--- src/rtl/pwm_setpoint_ramp.sv ---
// pwm_setpoint_ramp: double-buffered PWM setpoints applied at period boundaries, with soft-start duty ramping
//   clock        in   system clock, rising edge
//   reset        in   asynchronous active-low reset
//   io_enable    in   1 = tick and ramp, 0 = idle with duty and phase forced to 0
//   io_cfg_*     in   setpoint offer (valid, period T, target duty, prescale div)
//   io_cfg_ready out  pending slot empty
//   io_inc       out  one-cycle tick every div+1 clocks
//   io_T         out  active period
//   io_duty      out  ramped duty
//   io_phase     out  position within the period
//   io_busy      out  duty still ramping toward target
//   io_err       out  sticky flag for a rejected setpoint
module pwm_setpoint_ramp #(
   parameter int WIDTH   = 8,
   parameter int PRESC_W = 8,
   parameter int STEP    = 1
) (
   input  logic               clock,
   input  logic               reset,
   input  logic               io_enable,
   input  logic               io_cfg_valid,
   output logic               io_cfg_ready,
   input  logic [WIDTH-1:0]   io_cfg_T,
   input  logic [WIDTH-1:0]   io_cfg_duty,
   input  logic [PRESC_W-1:0] io_cfg_div,
   output logic               io_inc,
   output logic [WIDTH-1:0]   io_T,
   output logic [WIDTH-1:0]   io_duty,
   output logic [WIDTH-1:0]   io_phase,
   output logic               io_busy,
   output logic               io_err
);
   typedef enum logic [1:0] {IDLE, RUN, RAMP} state_t;
   localparam logic [WIDTH-1:0] STEP_W = WIDTH'(STEP);
   state_t state, state_n;
   logic [WIDTH-1:0] target, pend_t, pend_duty;
   logic [PRESC_W-1:0] div, presc, pend_div;
   logic pend, take, legal, wrap, apply, up;
   logic [WIDTH-1:0] t_next, target_next, clamp, gap, mv, stepped, duty_n, phase_n;
   logic [PRESC_W-1:0] div_next, presc_n;
   always_comb begin
      io_cfg_ready = !pend;
      io_busy = state == RAMP;
      io_inc = state != IDLE && io_enable && presc == div;
      take = io_cfg_valid && !pend;
      legal = io_cfg_T != '0 && io_cfg_duty <= io_cfg_T;
      wrap = io_inc && io_phase == io_T - WIDTH'(1);
      apply = pend && (state == IDLE || wrap);
      t_next = apply ? pend_t : io_T;
      target_next = apply ? pend_duty : target;
      div_next = apply ? pend_div : div;
      // a shorter new period clamps duty first, then the ramp step is taken from there
      clamp = io_duty > t_next ? t_next : io_duty;
      up = target_next > clamp;
      gap = up ? target_next - clamp : clamp - target_next;
      mv = gap > STEP_W ? STEP_W : gap;
      stepped = up ? clamp + mv : clamp - mv;
      state_n = state;
      duty_n = '0;
      phase_n = '0;
      presc_n = '0;
      if (state == IDLE)
         // io_T != 0 means a setpoint was applied before, so re-enable restarts without a new offer
         state_n = io_enable && (pend || io_T != '0) ? (target_next != '0 ? RAMP : RUN) : IDLE;
      else if (!io_enable)
         state_n = IDLE;
      else begin
         presc_n = io_inc ? '0 : presc + PRESC_W'(1);
         phase_n = wrap ? '0 : io_phase + WIDTH'(io_inc);
         duty_n = wrap ? stepped : io_duty;
         state_n = wrap ? (stepped == target_next ? RUN : RAMP) : state;
      end
   end
   always_ff @(posedge clock or negedge reset) begin
      if (!reset) begin
         state <= IDLE;
         io_T <= '0;
         io_duty <= '0;
         io_phase <= '0;
         target <= '0;
         div <= '0;
         presc <= '0;
         pend <= 1'b0;
         pend_t <= '0;
         pend_duty <= '0;
         pend_div <= '0;
         io_err <= 1'b0;
      end else begin
         state <= state_n;
         io_T <= t_next;
         target <= target_next;
         div <= div_next;
         io_duty <= duty_n;
         io_phase <= phase_n;
         presc <= presc_n;
         pend <= take ? legal : pend && !apply;
         io_err <= io_err || (take && !legal);
         if (take && legal) begin
            pend_t <= io_cfg_T;
            pend_duty <= io_cfg_duty;
            pend_div <= io_cfg_div;
         end
      end
   end
endmodule

--- config.mk ---
export PLATFORM = sky130hd
export DESIGN_NAME = pwm_setpoint_ramp
export DESIGN_NICKNAME = d
export VERILOG_FILES = /design/src/rtl/pwm_setpoint_ramp.sv
export SDC_FILE = /design/constraint.sdc
export NUM_CORES = 1
export LEC_CHECK = 0
export ABC_AREA = 1
export ABC_CLOCK_PERIOD_IN_PS = 10600
export BUFFER_PORTS_ARGS = -buffer_cell sky130_fd_sc_hd__buf_2
export CAP_MARGIN = 20
export CORE_MARGIN = 1.5
export CORE_UTILIZATION = 45
export DETAILED_ROUTE_END_ITERATION = 12
export MAX_ROUTING_LAYER = met4
export PLACE_DENSITY = 0.75
export SYNTH_ARGS = -nofsm -noshare
export SYNTH_HDL_FRONTEND = slang
export SYNTH_SLANG_ARGS = --single-unit
--- constraint.sdc ---
create_clock -name clock -period 10.6 [get_ports clock]
set_input_delay 0.53 -clock clock [delete_from_list [all_inputs] [get_ports clock]]
set_output_delay 0.53 -clock clock [all_outputs]
set_load 0.005 [all_outputs]
== Word level (Yosys, flattened, before mapping) ==
Index checks and enable logic that the tools add are counted.
Storage, ports and cells
  register bits: 76
  latch bits: 0
  bits in writable memories: 0
  bits in read-only memories: 0
  bits of input ports: 28
  output and inout bits: 28
  logic and storage cells: 71
  memories: 0
Cells by class
  add/subtract/negate cells: 7
  multipliers: 0
  divide/modulo/power cells: 0
  magnitude comparators: 4
  eq/ne operators: 5
  shift operators: 0
  multiplexer cells: 22
  bitwise logic cells: 0
  reduce and logical (&&, ||, !) cells: 21
Operators by type and width (number)
  $mux 8: 15
  $eq 8x8->1: 3
  $reduce_bool 8->1: 3
  $sub 8x8->8: 3
  $gt 8x8->1: 2
  $mux 2: 6
  $logic_and 1x1->1: 10
  $add 8x1->8: 1
  $add 8x1->8 const B: 1
  $add 8x8->8: 1
  $gt 8x1->1 const B: 1
  $le 8x8->1: 1
  $sub 8x1->8 const B: 1
  $logic_not 1->1: 3
  $logic_or 1x1->1: 3
  $ne 3x1->1 const B: 1
  $eq 2x2->1 const B: 1
  $logic_not 2->1: 1
  $reduce_bool 2->1: 1
  $mux 1: 1

== Logic depth before layout (Yosys ltp) ==
  depth in word-level cells: 20
  mapped depth: 67
  depth with buffers taken out: 61

== Least setup slack after synthesis ==
Ideal clock, no wire load.
  path kind: register -> register
  start point: register io_T[0]
  end point: register state[1]
  setup time: 0.073 ns
  arrival: 7.559 ns
  required time: 10.527 ns
  path slack: 2.968 ns
  stages on the path, launching flop included: 57
  buffers on the path: 7
  clock period less this slack: 7.632 ns
  cells stage by stage: dfrtp_1 inv_2 ha_1 nand3_2 nor2_1 nand2_1 nand2_1 clkinv_1 nor2_1 nand3_4 nand2_4 nand2_4 buf_6 buf_6 clkbuf_1 clkbuf_1 nand2_1 o21ai_0 [21 not listed] nand2_2 inv_1 ha_1 inv_1 nand3_4 ha_1 clkbuf_1 a21oi_1 nor2_1 a211oi_1 nand2_1 inv_1 nand3_2 nand3_2 nand2_2 nand2_1 nand2_1 a21oi_2
Between the ends
  word-level cells in the longest chain between the ends: 19
  elaborated cells between the ends (all ways): 30
  classes of those cells: add/sub (5); order compare (3); eq/ne (3); mux (12); reduce/logical (7)
RTL lines
  start, declared: line 27  | output logic [WIDTH-1:0] io_T,
  start signal, assigned: line 90  | io_T <= t_next;
  $sub 8x1->8: line 47  | wrap = io_inc && io_phase == io_T - WIDTH'(1);
  $eq 8x8->1: line 47
  $logic_and 1x1->1: line 47
  $logic_or 1x1->1: line 48  | apply = pend && (state == IDLE || wrap);
  $logic_and 1x1->1: line 48
  $mux 8: line 49  | t_next = apply ? pend_t : io_T;
  $gt 8x8->1: line 53  | clamp = io_duty > t_next ? t_next : io_duty;
  $mux 8: line 53
  [2 not listed]
  $gt 8x1->1: line 56  | mv = gap > STEP_W ? STEP_W : gap;
  $mux 8: line 56
  $sub 8x8->8 or $add 8x8->8 (tied branches): line 57  | stepped = up ? clamp + mv : clamp - mv;
  $mux 8: line 57
  $eq 8x8->1: line 71  | state_n = wrap ? (stepped == target_next ? RUN : RAMP) : state;
  $mux 2 (2 in series): line 71
  $mux 2: line 65  | else if (!io_enable)
  $mux 2: line 62  | if (state == IDLE)
  end signal, assigned: line 89  | state <= state_n;
  end, declared: line 35  | state_t state, state_n;
Several ways; a longest one is shown, not always the timed one. The select of a mux whose other input is x is not followed.
A chain may end at the register's enable or synchronous reset.

== Final worst setup path ==
  start point: register io_T[0]
  end point: register state[1]
Between the ends
  word-level cells in the longest chain between the ends: 19
  elaborated cells between the ends (all ways): 30
  classes of those cells: add/sub (5); order compare (3); eq/ne (3); mux (12); reduce/logical (7)
RTL lines
  $sub 8x1->8 *: line 47
  $eq 8x8->1 *: line 47
  $logic_and 1x1->1 *: line 47
  $logic_or 1x1->1 *: line 48
  $logic_and 1x1->1 *: line 48
  $mux 8 *: line 49
  named net t_next[5]: line 39  | logic [WIDTH-1:0] t_next, target_next, clamp, gap, mv, stepped, duty_n, phase_n;
  $gt 8x8->1: line 53
  [3 not listed]
  $gt 8x1->1: line 56
  $mux 8: line 56
  $sub 8x8->8 or $add 8x8->8 (tied branches): line 57
  $mux 8 *: line 57
  $eq 8x8->1 *: line 71
  $mux 2 * (2 in series): line 71
  $mux 2 *: line 65
  $mux 2 *: line 62
The timed path passes the listed nets; every way through them passes the cells marked *. The select of a mux whose other input is x is not followed.

==> metrics.md <==
| Metric | Value |
|---|---|
| Placer Congestion | 1.007 |
| Worst Max-Slew Pin Slew | just over 900 ps |
| Worst stage delay on the critical path | between 500 and 600 ps |
| Finished Cell Area | 6237 um2 |
| Total Neg Setup Slack | 0 ps |
| CTS sink cnt | 76 |
| PwrDens | 270.8 nW/um2 |
| #FFs+latches synth | 76 |
| Final Setup Violations | 0 |
| Vias in the first global route | 4,902 |
| Die area | roughly 13,000 um2 |
| Share of cells above drive strength 1 | 16.87% |
| Yosys top cell area share | 34.36% |
| Vias per cell | 5.194 |
| Fin nets | between 800 and 900 |
| FP Rows | 40 |
| Met2 Use GR | 40.20% |
| Worst Skew | 8.772 ps |
| Setup crit start kind | register |
| CTS H-Tree Depth | 3 |
| Global route hottest layer | met2 |
| Global Route met3 Usage | 4.357% |
| Fill cells | roughly 1,200 |
| P_sw | 0.0007995 W |
| Leakage power | about 3.3 nW |
| Combinational fraction of design power | 55.1% |
| Most frequent cells in the layout | nand2_1, inv_1, dfrtp_1 |
| CTS max path bufs | 2 |
| Part of the power in registers | 26.9% |
| Max Clk Rate | 123.4 MHz |
| Clk_lat worst skew | ~340 ps |
| Synthesized area | 5535 um2 |
| Peak VDD IR | 0.0001364 V |
| Mapped Nets | 824 |
| Final Hold Viols | 0 |
| Core outline area | between 10,000 and 15,000 um2 |
| Total power | 0.001689 W |
| First DRT Iteration DRCs | 321 |
| Slew Viols, Final | 0 |
| Die H | 113.9 um |
| Root Buffer | clkbuf_16 |
| Initial Util | 46.08% |
| Drt first pass iters | 5 |
| Met1 usage | 28.45% |
| CP bufs+invs | 8 |
| Setup repair bufs after CTS | 0 |
| Min cycle time layout | 8106 ps |
| Setup CP Type | reg2reg |
| Worst EP required | 10,830 ps |
| Clock transition at path regs | 60 ps |
| Critical path arrival | 8330 ps |
| Overall die width | 113.9 um |
| CP max-delay cell | fa_1 |
| Global-route wire length before repair | ~24 mm |
| Top delay family on crit path | simple AND/OR/NAND/NOR gates |
| RSZ-0062 raised after global routing | no |
| EDFF count, synth | 0 |
| Gr usage total | between 20% and 30% |
| Int Power | between 0.0008 and 0.0009 W |
| Io pins | between 50 and 60 |
| Number of buffers created by CTS | 9 |
| Largest area contributor in the netlist | dfrtp_1 |
| Synth cell types | 42 |
| Most used cell, CP | nand2_1 |
| Area grow syn2layout | 12.68% |
| Initial antenna violation count | 0 |
| Post-DR wirelength/cell | 14.69 um |
| Rel. slew slack | a little under two fifths |
| Clock share of power | ~18% |
| CP max FO | 47 |
| Via count | approximately 5,000 |
| Sequential area share after synthesis | 34.36% |
| Max cap viols | 0 |
| CP Capture Type | register |
| Post-DP HPWL | 10.84 mm |
| Largest cells by area after synthesis | dfrtp_1, nand2_1, ha_1 |
| Gr ovfl total | 0 |
| Most common cell after layout, fill and taps aside | nand2_1 |
| Synth warn | 0 |
| Largest net degree at the start of global routing | 77 |
| Period utilization | 76.47% |
| Cells after Synth | 754 |
| Ant diodes | 0 |
| Area after DPL | 5947 um2 |
| Async SR Flop Fraction | 100.0% |
| Syn Area/Cell | approximately 7.3 um2 |
| Top_reg_cell synth | dfrtp_1 |
| Sw Share | 47.33% |
| Port Buffers | between 50 and 60 |
| Min-Delay Path Class | in2async |
| Drt total wl | 14.09 mm |
| Hold_ws | 341.3 ps |
| Antenna-violating nets left | 0 |
| Post-route DRC | 0 |
| CTS tree | done |
| Status | finished, final reports clean |
| Hold_buf cts | 0 |
| CTS resizes | 0 |
## worst reg2reg max path: cells and delay by family, from the launching register on
family | cells | cell delay (ps)
compound gates | 7 | 1290
buf+inv | 8 | 650
fa+ha+maj | 5 | 1790
flops | 1 | 430
simple gates | 30 | 3870
## per-layer routing
metal	vias up	wire length [um]	share of wire, %
met3	45	673	4.8
met5	-	0	0
li1	2510	-	-
met2	149	6734	48
met1	2277	6220	44
met4	0	463	3.3
## kinds of logic after synthesis
family	synth area share [%]
simple gates	29.63
buf+inv	10.38
compound gates	11.08
flops	34.36
fa+ha+maj	9.901
xor+xnor	3.165
mux	1.424
other cells	0.06775
## per-stage QoR
step	cells	worst slack [ps]	utilization (%)
2_1_floorplan	754	2968	-
6_report	959	2494	51.93
5_1_grt	959	1633	51.93
3_5_place_dp	945	2664	49.51
4_1_cts	959	2501	51.93
3_3_place_gp	945	2829	49.51
## path summary, 6_finish.rpt
check                              start            to  slack [ps]  cells after the start
max in group asynchronous          reset  pend_duty[4]        9660                      1
min                                reset      presc[5]         340                      1
max reg2reg                      io_T[0]      state[1]        2490                     50
min reg2reg                       io_err        io_err         490                      1
min in group clock         io_cfg_div[4]   pend_div[4]         400                      3
max                              io_T[0]      state[1]        2490                     50
## cell usage after synthesis (all sizes together), types with 5 or more instances
library cell	instances
xnor2	9
inv	132
nand4	13
xor2	11
clkbuf	11
o22ai	5
a21oi	23
nand3	54
nand2	215
ha	39
dfrtp	76
o21a	5
nor2	55
mux2	7
o21ai	61
nor3	7
## sequential cells by signal (all words and copies together), names as in the netlist
register	flops
div	8
pend_duty	8
pend_t	8
io_err	1
state	2
target	8
pend_div	8
io_duty	8
io_phase	8
io_T	8
presc	8
pend	1
## power by group through the flow
stage | clock network, W | logic, W | registers [W]
floorplan | 0 | 0.000702 | 0.000437
global placement | 0 | 0.000912 | 0.000455
detailed placement | 0 | 0.000915 | 0.000458
CTS | 0.000308 | 0.000924 | 0.000453
global route | 0.000320 | 0.00105 | 0.000465
finish | 0.000304 | 0.000930 | 0.000455
## cell type report
type	count	area, um2	area share (%)
clock buffers	10	239.0	3.831
well taps	147	183.9	2.949
flip-flops and latches	76	1902	30.49
multi-input cells	531	3062	49.09
clock inverters	4	51.30	0.8225
repair buffers	58	300.3	4.814
inverters	133	499.2	8.004
(Power assumes the default switching activity.)
